[src/rtl/uart_pkg.sv]
// uart_pkg: definitions shared by the UART receiver and the matching transmitter.
//   PAR_*           parity mode encoding (none / even / odd)
//   OVERSAMPLE_DEF  default number of baud_gen ticks per bit
//   rx_state_e      receiver FSM states
//   rx_status_t     per-word error flags carried with the received data
//   parity_calc     expected parity bit for the low nbits of a word
package uart_pkg;

  localparam int unsigned PAR_NONE       = 0;
  localparam int unsigned PAR_EVEN       = 1;
  localparam int unsigned PAR_ODD        = 2;
  localparam int unsigned OVERSAMPLE_DEF = 16;
  localparam int unsigned MAX_DATA_BITS  = 9;

  typedef enum logic [2:0] {
    ST_IDLE     = 3'd0,
    ST_START    = 3'd1,
    ST_DATA     = 3'd2,
    ST_PARITY   = 3'd3,
    ST_STOP     = 3'd4,
    ST_BRK_WAIT = 3'd5
  } rx_state_e;

  typedef struct packed {
    logic par_err;
    logic frm_err;
    logic brk;
  } rx_status_t;

  // Even parity is the XOR of the data bits; odd parity is its inverse.
  function automatic logic parity_calc(input logic [MAX_DATA_BITS-1:0] data,
                                       input int unsigned nbits,
                                       input int unsigned par);
    logic p;
    p = 1'b0;
    for (int i = 0; i < MAX_DATA_BITS; i++) begin
      if (i < int'(nbits)) p = p ^ data[i];
    end
    return (par == PAR_ODD) ? ~p : p;
  endfunction

endpackage

[src/rtl/uart_rx_sampler.sv]
// uart_rx_sampler: 2-FF synchroniser, per-bit tick counter and 3-sample majority voter.
//   clk, rst    clock, synchronous active-high reset
//   s_tick      oversampling tick
//   rx          raw serial line
//   tick_clr    holds the tick counter at 0 (receiver idle)
//   rx_sync     synchronised line
//   bit_val     majority of the three mid-bit samples
//   bit_strobe  combinational pulse on the s_tick of the mid-bit vote
module uart_rx_sampler
  import uart_pkg::*;
#(
  parameter int unsigned OVERSAMPLE = OVERSAMPLE_DEF
) (
  input  logic clk,
  input  logic rst,
  input  logic s_tick,
  input  logic rx,
  input  logic tick_clr,
  output logic rx_sync,
  output logic bit_val,
  output logic bit_strobe
);

  localparam int unsigned TW = $clog2(OVERSAMPLE);
  localparam logic [TW-1:0] T_S0   = TW'(OVERSAMPLE / 2 - 1);
  localparam logic [TW-1:0] T_S1   = TW'(OVERSAMPLE / 2);
  localparam logic [TW-1:0] T_VOTE = TW'(OVERSAMPLE / 2 + 1);
  localparam logic [TW-1:0] T_LAST = TW'(OVERSAMPLE - 1);

  logic          sync1_q, sync1_d, sync2_q, sync2_d;
  logic [TW-1:0] tick_q, tick_d;
  logic          s0_q, s0_d, s1_q, s1_d;

  // Next-state: synchroniser shift, tick counter, first two vote samples.
  always_comb begin
    sync1_d = rx;
    sync2_d = sync1_q;
    tick_d  = tick_q;
    s0_d    = s0_q;
    s1_d    = s1_q;
    if (tick_clr) begin
      tick_d = '0;
    end else if (s_tick) begin
      tick_d = (tick_q == T_LAST) ? '0 : tick_q + TW'(1);
      if (tick_q == T_S0) s0_d = sync2_q;
      if (tick_q == T_S1) s1_d = sync2_q;
    end
  end

  always_ff @(posedge clk) begin
    if (rst) begin
      sync1_q <= 1'b1;
      sync2_q <= 1'b1;
      tick_q  <= '0;
      s0_q    <= 1'b1;
      s1_q    <= 1'b1;
    end else begin
      sync1_q <= sync1_d;
      sync2_q <= sync2_d;
      tick_q  <= tick_d;
      s0_q    <= s0_d;
      s1_q    <= s1_d;
    end
  end

  // Third sample is the live synchronised line on the vote tick.
  assign rx_sync    = sync2_q;
  assign bit_val    = (s0_q & s1_q) | (s0_q & sync2_q) | (s1_q & sync2_q);
  assign bit_strobe = s_tick && !tick_clr && (tick_q == T_VOTE);

endmodule

[src/rtl/uart_rx_ext.sv]
// uart_rx_ext: configurable UART receiver with majority voting, error flags and
// a one-entry holding register.
//   clk, rst            clock, synchronous active-high reset
//   s_tick, en, rx      oversampling tick, receiver enable, serial line
//   rx_data/rx_valid    holding register, accepted when rx_valid && rx_ready
//   parity_err, frame_err, break_det  flags qualifying rx_data
//   overrun             one-cycle pulse when a completed frame is dropped
//   busy                FSM not idle
module uart_rx_ext
  import uart_pkg::*;
#(
  parameter int unsigned DATA_BITS  = 8,
  parameter int unsigned PARITY     = PAR_NONE,
  parameter int unsigned STOP_BITS  = 1,
  parameter int unsigned OVERSAMPLE = OVERSAMPLE_DEF
) (
  input  logic                 clk,
  input  logic                 rst,
  input  logic                 s_tick,
  input  logic                 en,
  input  logic                 rx,
  output logic [DATA_BITS-1:0] rx_data,
  output logic                 rx_valid,
  input  logic                 rx_ready,
  output logic                 parity_err,
  output logic                 frame_err,
  output logic                 break_det,
  output logic                 overrun,
  output logic                 busy
);

  localparam int unsigned BW = $clog2(DATA_BITS + 1);
  localparam logic [BW-1:0] B_LAST_DATA = BW'(DATA_BITS - 1);
  localparam logic [BW-1:0] B_LAST_STOP = BW'(STOP_BITS - 1);

  rx_state_e            state_q, state_d;
  logic [BW-1:0]        bit_cnt_q, bit_cnt_d;
  logic [DATA_BITS-1:0] shift_q, shift_d;
  logic                 pbit_q, pbit_d;
  logic                 perr_pend_q, perr_pend_d;
  logic                 ferr_pend_q, ferr_pend_d;

  logic [DATA_BITS-1:0] rx_data_q, rx_data_d;
  logic                 rx_valid_q, rx_valid_d;
  rx_status_t           stat_q, stat_d;
  logic                 overrun_q, overrun_d;
  logic                 busy_q, busy_d;

  logic                 rx_sync, bit_val, bit_strobe, tick_clr;
  logic                 done_c;
  rx_status_t           done_stat;

  assign tick_clr = (state_q == ST_IDLE);

  uart_rx_sampler #(.OVERSAMPLE(OVERSAMPLE)) u_sampler (
    .clk        (clk),
    .rst        (rst),
    .s_tick     (s_tick),
    .rx         (rx),
    .tick_clr   (tick_clr),
    .rx_sync    (rx_sync),
    .bit_val    (bit_val),
    .bit_strobe (bit_strobe)
  );

  // Frame FSM: all progress is paced by bit_strobe (mid-bit vote).
  always_comb begin
    state_d     = state_q;
    bit_cnt_d   = bit_cnt_q;
    shift_d     = shift_q;
    pbit_d      = pbit_q;
    perr_pend_d = perr_pend_q;
    ferr_pend_d = ferr_pend_q;
    done_c      = 1'b0;
    done_stat   = '0;
    case (state_q)
      ST_IDLE: begin
        bit_cnt_d   = '0;
        pbit_d      = 1'b0;
        perr_pend_d = 1'b0;
        ferr_pend_d = 1'b0;
        if (en && !rx_sync) state_d = ST_START;
      end
      ST_START: begin
        if (bit_strobe) state_d = bit_val ? ST_IDLE : ST_DATA;
      end
      ST_DATA: begin
        if (bit_strobe) begin
          shift_d = {bit_val, shift_q[DATA_BITS-1:1]};
          if (bit_cnt_q == B_LAST_DATA) begin
            bit_cnt_d = '0;
            state_d   = (PARITY != PAR_NONE) ? ST_PARITY : ST_STOP;
          end else begin
            bit_cnt_d = bit_cnt_q + BW'(1);
          end
        end
      end
      ST_PARITY: begin
        if (bit_strobe) begin
          pbit_d      = bit_val;
          perr_pend_d = bit_val != parity_calc(MAX_DATA_BITS'(shift_q), DATA_BITS, PARITY);
          state_d     = ST_STOP;
        end
      end
      ST_STOP: begin
        if (bit_strobe) begin
          // Break: an all-zero frame through the first stop bit.
          if ((bit_cnt_q == '0) && (shift_q == '0) &&
              ((PARITY == PAR_NONE) || !pbit_q) && !bit_val) begin
            done_c            = 1'b1;
            done_stat.frm_err = 1'b1;
            done_stat.brk     = 1'b1;
            state_d           = ST_BRK_WAIT;
          end else if (bit_cnt_q == B_LAST_STOP) begin
            done_c            = 1'b1;
            done_stat.par_err = perr_pend_q;
            done_stat.frm_err = ferr_pend_q | !bit_val;
            state_d           = ST_IDLE;
          end else begin
            ferr_pend_d = ferr_pend_q | !bit_val;
            bit_cnt_d   = bit_cnt_q + BW'(1);
          end
        end
      end
      ST_BRK_WAIT: begin
        if (s_tick && rx_sync) state_d = ST_IDLE;
      end
      default: state_d = ST_IDLE;
    endcase
    // Disable abandons any partial frame.
    if (!en) begin
      state_d = ST_IDLE;
      done_c  = 1'b0;
    end
  end

  // Holding register: load on completion if empty or being read, else overrun.
  always_comb begin
    rx_data_d  = rx_data_q;
    rx_valid_d = rx_valid_q;
    stat_d     = stat_q;
    overrun_d  = 1'b0;
    if (rx_valid_q && rx_ready) rx_valid_d = 1'b0;
    if (done_c) begin
      if (!rx_valid_q || rx_ready) begin
        rx_data_d  = shift_q;
        stat_d     = done_stat;
        rx_valid_d = 1'b1;
      end else begin
        overrun_d = 1'b1;
      end
    end
    busy_d = (state_d != ST_IDLE);
  end

  always_ff @(posedge clk) begin
    if (rst) begin
      state_q     <= ST_IDLE;
      bit_cnt_q   <= '0;
      shift_q     <= '0;
      pbit_q      <= 1'b0;
      perr_pend_q <= 1'b0;
      ferr_pend_q <= 1'b0;
      rx_data_q   <= '0;
      rx_valid_q  <= 1'b0;
      stat_q      <= '0;
      overrun_q   <= 1'b0;
      busy_q      <= 1'b0;
    end else begin
      state_q     <= state_d;
      bit_cnt_q   <= bit_cnt_d;
      shift_q     <= shift_d;
      pbit_q      <= pbit_d;
      perr_pend_q <= perr_pend_d;
      ferr_pend_q <= ferr_pend_d;
      rx_data_q   <= rx_data_d;
      rx_valid_q  <= rx_valid_d;
      stat_q      <= stat_d;
      overrun_q   <= overrun_d;
      busy_q      <= busy_d;
    end
  end

  assign rx_data    = rx_data_q;
  assign rx_valid   = rx_valid_q;
  assign parity_err = stat_q.par_err;
  assign frame_err  = stat_q.frm_err;
  assign break_det  = stat_q.brk;
  assign overrun    = overrun_q;
  assign busy       = busy_q;

endmodule

[config.mk]
export PLATFORM = sky130hd
export DESIGN_NAME = uart_rx_ext
export DESIGN_NICKNAME = d
export VERILOG_FILES = /design/src/rtl/uart_pkg.sv /design/src/rtl/uart_rx_sampler.sv /design/src/rtl/uart_rx_ext.sv
export SDC_FILE = /design/constraint.sdc
export NUM_CORES = 1
export LEC_CHECK = 0
export CORE_MARGIN = 2
export CORE_UTILIZATION = 55
export DETAILED_ROUTE_END_ITERATION = 8
export PLACE_DENSITY = 0.78
export REMOVE_ABC_BUFFERS = 1
export SLEW_MARGIN = 10
export SYNTH_ARGS = -nofsm -noshare
export SYNTH_HDL_FRONTEND = slang
export SYNTH_SLANG_ARGS = --single-unit
[constraint.sdc]
create_clock -name clk -period 2.5 [get_ports clk]
set_input_delay 0.625 -clock clk [delete_from_list [all_inputs] [get_ports clk]]
set_output_delay 0.625 -clock clk [all_outputs]
set_load 0.005 [all_outputs]
# After elaboration in Yosys (flattened, before gate mapping)
# Index checks and enable logic that the tools add are counted.
[word_totals]
input_bits = 6
register_bits = 39
output_inout_bits = 14
word_cells = 134
[op_classes]
n_eq_ne = 16
n_reduce_logical = 28
n_bitwise = 15
n_addsub = 2
mux = 56
[op_table]
columns = ["op", "n"]
rows = [
  ["$mux 3", 12],
  ["$mux 1", 32],
  ["$mux 4", 6],
  ["$pmux 3 s6", 1],
  ["$eq 4x4->1 const B", 3],
  ["$pmux 4 s3", 1],
  ["$ne 2x2->1 const B", 5],
  ["$add 4x1->4 const B", 2],
  ["$eq 4x3->1 const B", 2],
  ["$logic_not 8->1", 1],
  ["$logic_and 1x1->1", 7],
  ["$xor 1x1->1", 7],
  ["$eq 3x2->1 const B", 2],
  ["$eq 3x3->1 const B", 2],
  ["$reduce_and 2->1", 3],
  ["$reduce_and 3->1", 2],
  ["$reduce_bool 3->1", 2],
  ["$reduce_and 5->1", 1],
  ["$logic_not 1->1", 4],
  ["$logic_not 4->1", 1],
  ["$mux 2", 2],
  ["$pmux 1 s2", 2],
  ["$reduce_and 4->1", 1],
  ["$reduce_bool 2->1", 2],
  ["other kinds (8)", 14],
]

# Logic depth before layout (Yosys ltp)
# Gate-level depths: netlist of run 1.
[depth]
ltp_word = 30
ltp_mapped = 8
ltp_nobuf = 7

# By module
# A second synthesis of run 1 with hierarchy kept.
[unflattened]
cells_unflattened = 204
hier_area_um2 = 1911.8
[modules_own_cells]
columns = ["module", "cells_per_inst", "area_each_um2", "instances"]
rows = [
  ["uart_rx_ext", 165, 1535.2, 1],
  ["uart_rx_sampler", 39, 376.6, 1],
]

# Worst setup path after synthesis of run 1
# Ideal clock, no wire load.
[synth_path]
path_type = "in2reg"
startpoint = "in s_tick"
endpoint = "reg stat_q (netlist bit break_det)"
path_slack_ns = 0.418
setup_time_ns = 0.067
t_arrival_ns = 2.014
cell_stages = 6
path_cell_list = "clkbuf_1 -> nand4b_1 -> nor4_1 -> nand3_1 -> or3_1 -> a21oi_2"
[synth_between]
elab_chain_len = 6
word_cells_on_any_way = 8
cone_classes = "mux: 5; reduce/logical: 3"
[synth_lines]
columns = ["element", "line", "rtl"]
rows = [
  ["start: declaration", "uart_rx_ext.sv:19", "input logic s_tick,"],
  ["$logic_and 1x1->1 * (2 in a row)", "uart_rx_sampler.sv:69", "assign bit_strobe = s_tick && !tick_clr && (tick_q == T_VOTE);"],
  ["$mux 1", "uart_rx_ext.sv:106", "if (bit_strobe) begin"],
  ["$mux 1", "uart_rx_ext.sv:76", "case (state_q)"],
  ["$mux 1", "uart_rx_ext.sv:131", "if (!en) begin"],
  ["$reduce_and 2->1 (no source line)", "n/a", ""],
  ["end signal: assignment", "uart_rx_ext.sv:178", "stat_q <= stat_d;"],
  ["end: declaration", "uart_rx_ext.sv:45", "rx_status_t stat_q, stat_d;"],
]
# Mark *: on every way between the ends. The rest lies on a longest branch, timed or not.
# A chain may end at the register's enable or synchronous reset.

# Worst setup path after layout of run 1
[layout_path]
startpoint = "reg bit_cnt_q[0]"
endpoint = "reg stat_q (netlist bit break_det)"
[layout_between]
elab_chain_len = 8
word_cells_on_any_way = 12
cone_classes = "mux: 8; reduce/logical: 4"
[layout_lines]
columns = ["element", "line", "rtl"]
rows = [
  ["start: declaration", "uart_rx_ext.sv:37", "logic [BW-1:0] bit_cnt_q, bit_cnt_d;"],
  ["start signal: assignment", "uart_rx_ext.sv:171", "bit_cnt_q <= bit_cnt_d;"],
  ["$logic_not 4->1 *", "uart_rx_ext.sv:108, uart_rx_ext.sv:114", ""],
  ["$logic_and 1x1->1", "uart_rx_ext.sv:108", "if ((bit_cnt_q == '0) && (shift_q == '0) &&"],
  ["$logic_and 1x1->1", "uart_rx_ext.sv:109", "((PARITY == PAR_NONE) || !pbit_q) && !bit_val) begin"],
  ["$mux 1", "uart_rx_ext.sv:108", ""],
  ["$mux 1", "uart_rx_ext.sv:106", ""],
  ["$mux 1", "uart_rx_ext.sv:76", ""],
  ["$mux 1", "uart_rx_ext.sv:131", ""],
  ["$reduce_and 2->1 (no source line)", "n/a", ""],
]
# Marks and branches as above.

==> results.md, run 1 <==
- Core box area: 0.00310 mm²
- LEAKAGE: 0.822 nW
- Area grow syn2layout: 17.5%
- Setup bufs post-CTS: 0
- Cell Area, Synth: 0.00183 mm²
- Slew headroom: 74.0%
- FF+latch count, synth: 39
- Post-synth ARST share: 0%
- Worst r2r src: bit_cnt_q[0]
- EDFF count, synth: 0
- Layout cells sized above 1: 10.9%
- Post-synth top area share: 42.6%
- Setup TNS: 0 ns
- Worst hold slack: 0.427 ns
- Largest net degree at the start of global routing: 23
- Initial antenna violation count: 0
- Critical Path AT: 2.42 ns
- Fmax: 468 MHz
- Status: finished, final reports clean
- Initial Utilization: 59.1%
- Category of the most critical setup path: reg -> reg
- WP data required: 2.79 ns
- Skew final: 0.00513 ns
- GR Util All Layers: 22.7%
- Vias: 1576
- Hold wc startpoint: u_sampler.sync1_q
- Max-cap viol count: 0
- Crit end category: flop
- DR DRC count: 0
- First-pass GRT wire length: 6330 µm
- Max-slew violation count: 0
- GR Overflow Total: 0
- Number of global-route vias before repair: 1426
- Crit. Startpoint: bit_cnt_q[0]
- CP max FO: 6
- Largest vdd supply drop: 0.000301 V
- Final setup fails: 0
- Vias per cell: 5.59
- Cell taking the most area after synthesis: dfxtp_1
- Slew @ Worst Pin: 0.385 ns
- Clock latency on the worst-skew pair: 0.35 ns
- Post-cts resize count: 0
- Root Buffer Master: clkbuf_4
- R2r setup slk: 0.37 ns
- Synth cell types: 42
- Area contributors post-synth: dfxtp_1 43%, mux2i_1 5.5%, nor2_1 5.1%, nand2_1 4.9%, a21oi_1 4.4%
- Critical Path Max Stage Delay: 0.59 ns
- PortBufs: 19
- Die outline width: 61.8 µm
- Avg WL per Cell: 13.7 µm
- Post-CTS Hold Fix Bufs: 0
- RSZ-0062 raised after global routing: false
- DRT Pass-1 Iters: 5
- CP max stage cell: or4_4
- IO Count: 20
- Die ar.: 0.00381 mm²
- Worst R2R Path Depth: 6
- Crit-path cells: inv_1 -> ha_1 -> or3b_1 -> or4_4 -> or3_1 -> a21oi_2
- DRT iter0 DRCs: 80
- Cells after Synth: 213
- Sum of buffers and inverters on the critical path: 1
- Post-DP HPWL: 2820 µm
- Worst Hold Path Cells: 1
- Hold WC Path Type: reg -> reg
- Yosys warnings: 0
- TritonCTS Buffers: 5
- WP depth: 6
- Period Utilization, post-route: 85.4%
- Clock transition at path regs: 0.11 ns
- Hold Fails Final Rpt: 0
- CP delay by family, top: simple AND/OR/NAND/NOR gates
- H-tree lvl count: 2
- Syn avg cell area: 8.61 µm²
- N_diodes: 0
- CTS tree: done
- Sink Count: 39
- CTS Buffer Depth: 2
- Die Height: 61.8 µm
- Top FF cell, synth: dfxtp_1
- # rows: 20
- Startpoint types: flop
- Final #Nets: 249
- WL final: 3850 µm
- Final antenna-violating net count: 0
- Register area share after synthesis: 42.6%
- Minimum clock period: 2.13 ns
- PwrDens: 448 mW/mm²
- Gp weighted congestion: 0.860
## sequential cells by signal, indices dropped and copies added (netlist names), 3 cells and up
| signal | count |
|---|---|
| rx_data | 8 |
| shift_q | 8 |
| bit_cnt_q | 4 |
| u_sampler.tick_q | 4 |
| state_q | 3 |
## cells by family after synthesis
logic type	count (synthesis)	share of synthesized area [%]
AND/OR/NAND/NOR	93	26.1
XOR/XNOR	11	5.25
buffers and inverters	19	4.09
multiplexers	12	6.68
adder cells (fa/ha/maj)	7	4.64
AO/OA/AOI/OAI	32	10.6
flip-flops	39	42.6
## where the power goes
part | internal, mW | switching [mW]
Combinational | 0.0151 | 0.0164
Clock | 0.108 | 0.202
Sequential | 0.623 | 0.00193
## placed cells by master, fill, tap and decap left out, types with 4 or more instances in the layout
cell type and n:
xor2_1 4, xnor2_1 7, mux2i_1 10, nand3_1 9, nand2_1 24, or3_1 5
nor3_1 6, a21oi_1 16, dfxtp_1 39, inv_1 8, clkbuf_4 5, clkdlybuf4s50_1 19
nor2_1 25, buf_4 9, ha_1 6
## metal layers
layer  GRT usage, %  share of wire, %
met4           7.90               1.3
met1           29.1                46
met2           36.5                48
met5              0                 0
met3           6.63               5.3
## synthesized netlist by cell type (3+ instances only)
cell type / count
a21boi_0: 3
inv_1: 8
or2_2: 3
mux2i_1: 10
dfxtp_1: 39
a31oi_1: 3
nand2_1: 24
ha_1: 6
or3_1: 5
buf_2: 3
a21oi_1: 16
xor2_1: 4
nand2b_1: 3
nor2_1: 25
xnor2_1: 7
nand3_1: 9
nand4_1: 3
nor3_1: 6
o21ai_0: 3
clkbuf_1: 7
## through the flow
stage	setup WS [ns]	cell area, µm²	utilization (%)	total power [mW]	std cells
global placement	0.0515	2100	67.7	0.670	274
global route	0.187	2160	69.5	1.00	282
finish	0.365	2160	69.5	0.967	282
floorplan	0.403	1790	-	0.648	202
CTS	0.363	2160	69.5	0.977	282
detailed placement	0.0201	2100	67.7	0.670	274
## cell type report
cell class              instances  area (µm²)
multi-input cells             155         978
clock inverters                 2        12.5
fillers                       275         947
well taps                      44        55.1
flip-flops and latches         39         781
inverters                       8        30.0
repair buffers                 28         258
clock buffers                   6        41.3
## worst register-to-register path, delay by kind of cell (launching register included)
kind,cells,cell delay [ns]
and+or+nand+nor,3,1.39
adders and majority gates,1,0.13
AOI/OAI and AO/OA,1,0.14
buffers and inverters,1,0.07
DFF,1,0.36
## path summary, 6_finish.rpt
| path | endpoint |
|---|---|
| max | break_det |
| min | u_sampler.rx_sync |
| max reg2reg | break_det |
| min reg2reg | u_sampler.rx_sync |
No activity file was read; power rests on OpenSTA's default activity.
==> run 2, diff against run 1 <==
CAP_MARGIN = 5   (was default)
==> results of run 2 <==
No change in the layout: final DEF, timing and power equal those of run 1.
